## config.mk

```make
export PLATFORM = sky130hd
export DESIGN_NAME = ps2_host_tx_flat
export DESIGN_NICKNAME = d
export VERILOG_FILES = /design/src/rtl/ps2_pkg.sv /design/src/rtl/ps2_host_tx_if.sv /design/src/rtl/ps2_edge_sync.sv /design/src/rtl/ps2_host_tx.sv /design/src/flat_wrapper.sv
export SDC_FILE = /design/constraint.sdc
export NUM_CORES = 1
export LEC_CHECK = 0
export ABC_CLOCK_PERIOD_IN_PS = 3200
export BUFFER_PORTS_ARGS = -buffer_cell sky130_fd_sc_hd__buf_2
export CORE_MARGIN = 1.5
export CORE_UTILIZATION = 45
export CTS_CLUSTER_SIZE = 12
export DETAILED_ROUTE_END_ITERATION = 16
export GPL_TIMING_DRIVEN = 0
export PLACE_DENSITY = 0.59
export SYNTH_ARGS = -nofsm -noshare
export SYNTH_HDL_FRONTEND = slang
export SYNTH_SLANG_ARGS = --single-unit
export TNS_END_PERCENT = 20
```

## constraint.sdc

```tcl
create_clock -name clk -period 3.2 [get_ports clk]
set_input_delay 0.32 -clock clk [delete_from_list [all_inputs] [get_ports clk]]
set_output_delay 0.32 -clock clk [all_outputs]
set_load 0.01 [all_outputs]
```

## src/rtl/ps2_pkg.sv

```systemverilog
// Shared PS/2 definitions: transmitter state encoding, command/response bytes
// and the parity helper.
package ps2_pkg;

    typedef enum logic [2:0] {
        IDLE,
        INHIBIT,
        RTS,
        SEND,
        ACK,
        WAIT_IDLE
    } ps2_tx_state_t;

    localparam logic [7:0] PS2_CMD_SET_LEDS = 8'hED;
    localparam logic [7:0] PS2_CMD_ENABLE   = 8'hF4;
    localparam logic [7:0] PS2_CMD_RESET    = 8'hFF;
    localparam logic [7:0] PS2_RESP_ACK     = 8'hFA;
    localparam logic [7:0] PS2_BREAK        = 8'hF0;

    // Odd parity: the parity bit makes the total count of ones odd.
    function automatic logic odd_parity(input logic [7:0] d);
        return ~^d;
    endfunction

endpackage

```

## src/rtl/ps2_host_tx_if.sv

```systemverilog
// Command handshake between a requester and the PS/2 host transmitter.
interface ps2_host_tx_if;
    logic [7:0] tx_data;
    logic       tx_valid;
    logic       tx_ready;
    logic       busy;
    logic       tx_done;
    logic       tx_error;

    modport master (output tx_data, tx_valid, input tx_ready, busy, tx_done, tx_error);
    modport slave  (input tx_data, tx_valid, output tx_ready, busy, tx_done, tx_error);
endinterface

```

## src/rtl/ps2_edge_sync.sv

```systemverilog
// Synchronizes the raw PS/2 clock and data pins and flags falling edges of
// the clock. Also used by the scan-code receive path.
module ps2_edge_sync #(
    parameter int SYNC_STAGES = 2
) (
    input  logic clk,
    input  logic reset,
    input  logic ps2_clk_in,
    input  logic ps2_data_in,
    output logic clk_s,
    output logic data_s,
    output logic clk_fe
);
    logic [SYNC_STAGES-1:0] clk_ff;
    logic [SYNC_STAGES-1:0] data_ff;
    logic                   clk_prev;

    // Idle bus level is high, so reset to 1 to avoid a spurious edge.
    always_ff @(posedge clk) begin
        if (!reset) begin
            clk_ff   <= '1;
            data_ff  <= '1;
            clk_prev <= 1'b1;
        end else begin
            clk_ff   <= {clk_ff[SYNC_STAGES-2:0], ps2_clk_in};
            data_ff  <= {data_ff[SYNC_STAGES-2:0], ps2_data_in};
            clk_prev <= clk_ff[SYNC_STAGES-1];
        end
    end

    assign clk_s  = clk_ff[SYNC_STAGES-1];
    assign data_s = data_ff[SYNC_STAGES-1];
    assign clk_fe = clk_prev & ~clk_s;
endmodule

```

## src/rtl/ps2_host_tx.sv

```systemverilog
// Host-to-device PS/2 transmitter: inhibit, request-to-send, 11 device-clocked
// bits, ACK check, then wait for an idle bus. Lines are driven open-drain.
module ps2_host_tx
    import ps2_pkg::*;
#(
    parameter int INHIBIT_CYCLES = 5000,
    parameter int TIMEOUT_CYCLES = 750000,
    parameter int SYNC_STAGES    = 2
) (
    input  logic          clk,
    input  logic          reset,
    ps2_host_tx_if.slave  tx,
    input  logic          ps2_clk_in,
    input  logic          ps2_data_in,
    output logic          ps2_clk_oe,
    output logic          ps2_data_oe
);
    localparam int CW = $clog2(TIMEOUT_CYCLES + 1);

    ps2_tx_state_t state;
    logic [CW-1:0] cnt;
    logic [CW-1:0] cnt_inc;
    logic [3:0]    bit_cnt;
    logic [7:0]    data_q;
    logic          par_q;
    logic          ready_q, busy_q, done_q, error_q;
    logic          clk_s, data_s, clk_fe;
    logic          timeout;

    ps2_edge_sync #(.SYNC_STAGES(SYNC_STAGES)) u_sync (
        .clk        (clk),
        .reset      (reset),
        .ps2_clk_in (ps2_clk_in),
        .ps2_data_in(ps2_data_in),
        .clk_s      (clk_s),
        .data_s     (data_s),
        .clk_fe     (clk_fe)
    );

    assign cnt_inc = (cnt >= CW'(TIMEOUT_CYCLES)) ? cnt : cnt + 1'b1;
    assign timeout = (cnt_inc == CW'(TIMEOUT_CYCLES));

    always_ff @(posedge clk) begin
        if (!reset) begin
            state       <= IDLE;
            ps2_clk_oe  <= 1'b0;
            ps2_data_oe <= 1'b0;
            ready_q     <= 1'b1;
            busy_q      <= 1'b0;
            done_q      <= 1'b0;
            error_q     <= 1'b0;
            cnt         <= '0;
            bit_cnt     <= '0;
            data_q      <= '0;
            par_q       <= 1'b0;
        end else begin
            done_q  <= 1'b0;
            error_q <= 1'b0;
            case (state)
                IDLE: begin
                    ps2_clk_oe  <= 1'b0;
                    ps2_data_oe <= 1'b0;
                    busy_q      <= 1'b0;
                    if (tx.tx_valid && ready_q) begin
                        data_q     <= tx.tx_data;
                        par_q      <= odd_parity(tx.tx_data);
                        ps2_clk_oe <= 1'b1;
                        cnt        <= '0;
                        ready_q    <= 1'b0;
                        busy_q     <= 1'b1;
                        state      <= INHIBIT;
                    end else begin
                        ready_q <= 1'b1;
                    end
                end
                // Clock alone low for INHIBIT_CYCLES, then one more cycle with the start bit.
                INHIBIT: begin
                    if (cnt == CW'(INHIBIT_CYCLES)) begin
                        ps2_clk_oe <= 1'b0;
                        cnt        <= '0;
                        bit_cnt    <= '0;
                        state      <= RTS;
                    end else begin
                        if (cnt == CW'(INHIBIT_CYCLES - 1))
                            ps2_data_oe <= 1'b1;
                        cnt <= cnt + 1'b1;
                    end
                end
                default: begin
                    // Timeout outranks any edge seen in the same cycle.
                    if (timeout) begin
                        ps2_clk_oe  <= 1'b0;
                        ps2_data_oe <= 1'b0;
                        error_q     <= 1'b1;
                        busy_q      <= 1'b0;
                        state       <= IDLE;
                    end else begin
                        cnt <= cnt_inc;
                        case (state)
                            RTS: state <= SEND;
                            SEND: if (clk_fe) begin
                                bit_cnt <= bit_cnt + 1'b1;
                                if (bit_cnt < 4'd8) begin
                                    ps2_data_oe <= ~data_q[bit_cnt[2:0]];
                                end else if (bit_cnt == 4'd8) begin
                                    ps2_data_oe <= ~par_q;
                                end else begin
                                    ps2_data_oe <= 1'b0;
                                    state       <= ACK;
                                end
                            end
                            ACK: if (clk_fe) begin
                                bit_cnt <= bit_cnt + 1'b1;
                                if (!data_s) begin
                                    state <= WAIT_IDLE;
                                end else begin
                                    error_q <= 1'b1;
                                    busy_q  <= 1'b0;
                                    state   <= IDLE;
                                end
                            end
                            WAIT_IDLE: if (clk_s && data_s) begin
                                done_q <= 1'b1;
                                busy_q <= 1'b0;
                                state  <= IDLE;
                            end
                            default: state <= IDLE;
                        endcase
                    end
                end
            endcase
        end
    end

    assign tx.tx_ready = ready_q;
    assign tx.busy     = busy_q;
    assign tx.tx_done  = done_q;
    assign tx.tx_error = error_q;
endmodule

```

## src/flat_wrapper.sv

```systemverilog
// flat-port wrapper written by rule: the top's interface ports become plain ports
module ps2_host_tx_flat import ps2_pkg::*;
#(
    parameter int INHIBIT_CYCLES = 5000,
    parameter int TIMEOUT_CYCLES = 750000,
    parameter int SYNC_STAGES    = 2
)
  (clk, reset, ps2_clk_in, ps2_data_in, ps2_clk_oe, ps2_data_oe, tx_tx_data, tx_tx_valid, tx_tx_ready, tx_busy, tx_tx_done, tx_tx_error);
  ps2_host_tx_if tx_i ();
  input  logic clk;
  input  logic reset;
  input  logic ps2_clk_in;
  input  logic ps2_data_in;
  output logic ps2_clk_oe;
  output logic ps2_data_oe;
  input wire logic [$bits(tx_i.tx_data)-1:0] tx_tx_data;
  input wire logic [$bits(tx_i.tx_valid)-1:0] tx_tx_valid;
  output wire logic [$bits(tx_i.tx_ready)-1:0] tx_tx_ready;
  output wire logic [$bits(tx_i.busy)-1:0] tx_busy;
  output wire logic [$bits(tx_i.tx_done)-1:0] tx_tx_done;
  output wire logic [$bits(tx_i.tx_error)-1:0] tx_tx_error;
  assign tx_i.tx_data = tx_tx_data;
  assign tx_i.tx_valid = tx_tx_valid;
  assign tx_tx_ready = tx_i.tx_ready;
  assign tx_busy = tx_i.busy;
  assign tx_tx_done = tx_i.tx_done;
  assign tx_tx_error = tx_i.tx_error;
  ps2_host_tx #(.INHIBIT_CYCLES(INHIBIT_CYCLES), .TIMEOUT_CYCLES(TIMEOUT_CYCLES), .SYNC_STAGES(SYNC_STAGES)) u_core (.clk(clk), .reset(reset), .tx(tx_i), .ps2_clk_in(ps2_clk_in), .ps2_data_in(ps2_data_in), .ps2_clk_oe(ps2_clk_oe), .ps2_data_oe(ps2_data_oe));
endmodule
```

==> flow_summary_export.csv <==
group,metric,value,unit
power,leakagePower,1.30,nW
drt,wl_per_cell,17.6,um
timing,max_freq,0.331,GHz
worst_hold_path,hold_class,"in2reg",
drt,antenna_left,0,
timing,clock_skew,0.00769,ns
floorplanning,start_util,0.472,
worst_hold_path,worstHoldStart,"ps2_clk_in",
placement,place_hpwl,6650,um
power,pwr-share-comb,0.364,
floorplanning,die_w,88.1,um
critical_path,path_max_fanout,7,
logic_synthesis,synth_seq_cells,47,
critical_path,crit_buf_inv,1,
power,p_per_area,489,nW/um2
clock_network,cts.hold.buffers_added,0,
power,switching_share,0.402,
floorplanning,core_area,6910,um2
timing,worst_pin_slew,0.827,ns
global_route,grt.overflow.total,0,
clock_network,clk_pin_slew_worst_paths,0.10,ns
logic_synthesis,synthArstFlopShare,0,
power,seq_power_share,0.403,
logic_synthesis,syn_inst,402,
floorplanning,die_y,88.1,um
clock_network,cts_htree_levels,2,
floorplanning,pin_count,19,
timing,finalCritPeriodShare,0.943,
critical_path,crit_path_end_kind,"flip-flop",
critical_path,r2r_end,"u_core.state[2]$_SDFFE_PN0P_",
power,p_int,1.05,mW
power,ir_drop,294,uV
timing,hold_viol_final,0,
clock_network,cts_tree,"done",
critical_path,rr_startpoint,"u_core.cnt[0]$_SDFFE_PN0P_",
clock_network,cts_buffers,5,
critical_path,cp.arrival,3.23,ns
final_layout,area_delta_synth_final,10.6,%
final_layout,fin_util,0.522,
worst_hold_path,min_path_cells,2,
drt,drc,0,
global_route,globalRouteTotalUtil,0.256,
global_route,grt_pass1_wl,15000,um
placement,portBuffers,17,
logic_synthesis,syn-num-nets,418,
critical_path,r2r_cells,10,
global_route,grt_pass1_vias,2748,
worst_hold_path,min_to,"u_core.u_sync.clk_ff[0]$_SDFF_PN1_",
drt,viasPerCell,5.86,
drt,drt_iter0_drc,286,
critical_path,crit_path_top_delay_cell,"or3_4",
final_layout,diodes,0,
outcome,outcome,"complete, no violations",
final_layout,layout-drive-gt1-share,0.198,
timing,grt_setup_unrepaired,"false",
critical_path,cp_slowest_stage_delay,0.43,ns
power,switching_power,0.708,mW
critical_path,critPathKind,"reg2reg",
logic_synthesis,synth_top_area_frac,0.289,
run,timing.max_cap.violations,0,
logic_synthesis,ys_dominant_reg_cell,"dfxtp_1",
critical_path,r2r_setup_slack,0.18,ns
logic_synthesis,synth.largest_area_cell,"dfxtp_1",
logic_synthesis,syn_area_per_cell,8.10,um2
clock_network,clk_path_buf_depth,2,
drt,vias,3079,
logic_synthesis,synth_area_leaders,"dfxtp_1 29%, nand2_1 8.0%, a21oi_1 4.1%",
floorplanning,std_cell_rows,30,
logic_synthesis,syn_area,3260,um2
global_route,antenna_found_initial,0,
critical_path,critical-path-top-delay-family,"simple AND/OR/NAND/NOR gates",
logic_synthesis,ys_seq_area_frac,0.289,
clock_network,root_buffer,"clkbuf_8",
drt,drt-total-wl,9240,um
critical_path,worstPathCellList,"ha_4 -> and3_1 -> buf_4 -> nand3_2 -> a211oi_2 -> mux2_1 -> a221o_1 -> or3_4 -> and2_4 -> o41ai_2",
floorplanning,die_area,7760,um2
clock_network,clkSinkCount,47,
timing,fin_hold_ws,0.188,ns
timing,max-slew-margin-rel,0.445,
final_layout,fin_nets,444,
critical_path,critical_path_required,3.41,ns
logic_synthesis,yosysWarnings,0,
timing,layout_min_cycle_time,3.02,ns
logic_synthesis,synth_cell_type_count,73,
critical_path,start_kind,"flip-flop",
timing,slew_violations,0,
timing,setup_viol,0,
placement,place_congestion,0.911,
clock_network,clk_latency,0.31,ns
logic_synthesis,synth_edf_count,0,
global_route,grt_max_degree,16,
drt,drtPass1Iterations,5,
power,clkPwrFrac,0.232,
[synthesized netlist by cell type (all sizes together) (3+ instances only)]
cell type  count
o31ai          4
nand2         69
o21a           4
nand3         19
o21ai         25
nand2b        10
o22ai          7
o32ai          3
and4           3
a21oi         29
inv            6
or3            6
nor2          17
nand4          9
xnor2         10
a211oi         7
o31a           3
nor3          12
ha             3
buf           16
nor4           6
a21o           4
a31oi          7
mux2i          9
and2           6
dfxtp         47
clkbuf        12
and3          13
[metrics by stage]
stage | cells | instance area, um2 | setup TNS (ns) | power [mW] | worst slack (ns)
floorplan | 402 | 3260 | 0 | 1.15 | 0.376
finish | 525 | 3600 | 0 | 1.76 | 0.183
global route | 525 | 3600 | 0 | 1.87 | 0.0295
CTS | 525 | 3580 | 0 | 1.76 | 0.0443
detailed placement | 515 | 3460 | -1.50 | 1.34 | -0.171
global placement | 515 | 3460 | -1.41 | 1.34 | -0.164
[cell type report]
class | instances | area [um2]
Fill cell | 706 | 3300
Multi-Input combinational cell | 320 | 2080
Sequential cell | 47 | 946
Buffer | 28 | 231
Tap cell | 96 | 120
Timing Repair Buffer | 19 | 100
Clock buffer | 6 | 82.6
Inverter | 7 | 26.3
Clock inverter | 2 | 16.3
[kinds of logic after synthesis]
group,synth area share
AOI/OAI and AO/OA,0.228
buffers and inverters,0.0791
xor gates and xnor gates,0.0323
and+or+nand+nor,0.312
DFF,0.289
adders and majority gates,0.0115
muxes,0.0484
[sequential cells by signal (all words and copies together), names as in the netlist, 2 cells and up]
register,cells
u_core.bit_cnt,4
u_core.cnt,20
u_core.data_q,8
u_core.state,3
u_core.u_sync.clk_ff,2
u_core.u_sync.data_ff,2
[power by group through the flow]
| stage | clock [mW] | sequential (mW) | combinational, mW |
|---|---|---|---|
| 2_1_floorplan | 0 | 0.707 | 0.442 |
| 3_3_place_gp | 0 | 0.716 | 0.626 |
| 3_5_place_dp | 0 | 0.716 | 0.625 |
| 4_1_cts | 0.425 | 0.704 | 0.629 |
| 5_1_grt | 0.449 | 0.719 | 0.704 |
| 6_report | 0.410 | 0.711 | 0.642 |
[cell usage in the layout, fill, tap and decap left out, types with 3 or more instances in the layout]
master / synthesis / routed
nor2_1: 17 / 17
clkbuf_8: 5 / 11
a31oi_1: 7 / 7
a211oi_2: 1 / 3
o21a_1: 4 / 4
o22ai_1: 7 / 7
buf_2: 4 / 21
xnor2_1: 10 / 10
nor3_1: 11 / 11
and4_1: 3 / 3
mux2i_1: 9 / 9
or3_1: 5 / 5
dfxtp_1: 47 / 45
and3_2: 3 / 3
nand2_1: 69 / 69
nand4_1: 8 / 8
and3_1: 9 / 9
clkbuf_1: 7 / 7
a211oi_1: 6 / 4
nand3_1: 18 / 18
a21oi_1: 27 / 27
nor4_1: 5 / 5
o21ai_0: 22 / 22
buf_4: 5 / 7
inv_1: 6 / 6
o31ai_1: 4 / 4
o31a_1: 3 / 3
and2_1: 5 / 5
nand2b_1: 10 / 10
buf_6: 7 / 7
[repair_timing]
action | 4_1_cts | 5_1_grt
endpoints found under the setup margin | 19 | 23
gates resized for setup | 2 | 5
pin swaps | 1 | 0
setup buffers | 2 | 0
[worst max-delay path by stage]
stage | slack [ns] | cells past startpoint | start | to
5_1_grt | 0.03 | 10 | u_core.cnt[0]$_SDFFE_PN0P_ | u_core.state[2]$_SDFFE_PN0P_
6_report | 0.18 | 10 | u_core.cnt[0]$_SDFFE_PN0P_ | u_core.state[2]$_SDFFE_PN0P_
3_3_place_gp | -0.16 | 11 | u_core.cnt[0]$_SDFFE_PN0P_ | u_core.cnt[16]$_SDFFE_PN0P_
3_5_place_dp | -0.17 | 11 | u_core.cnt[0]$_SDFFE_PN0P_ | u_core.cnt[16]$_SDFFE_PN0P_
2_1_floorplan | 0.38 | 10 | u_core.cnt[0]$_SDFFE_PN0P_ | u_core.state[2]$_SDFFE_PN0P_
4_1_cts | 0.04 | 10 | u_core.cnt[1]$_SDFFE_PN0P_ | u_core.state[2]$_SDFFE_PN0P_
[layer usage]
metal / GRT usage / up-vias / part of all wire
li1: - / 1522 / -
met1: 0.397 / 1438 / 0.50
met2: 0.366 / 109 / 0.42
met3: 0.0452 / 10 / 0.061
met4: 0.0540 / 0 / 0.013
met5: 0 / - / 0
(Power assumes the default switching activity.)
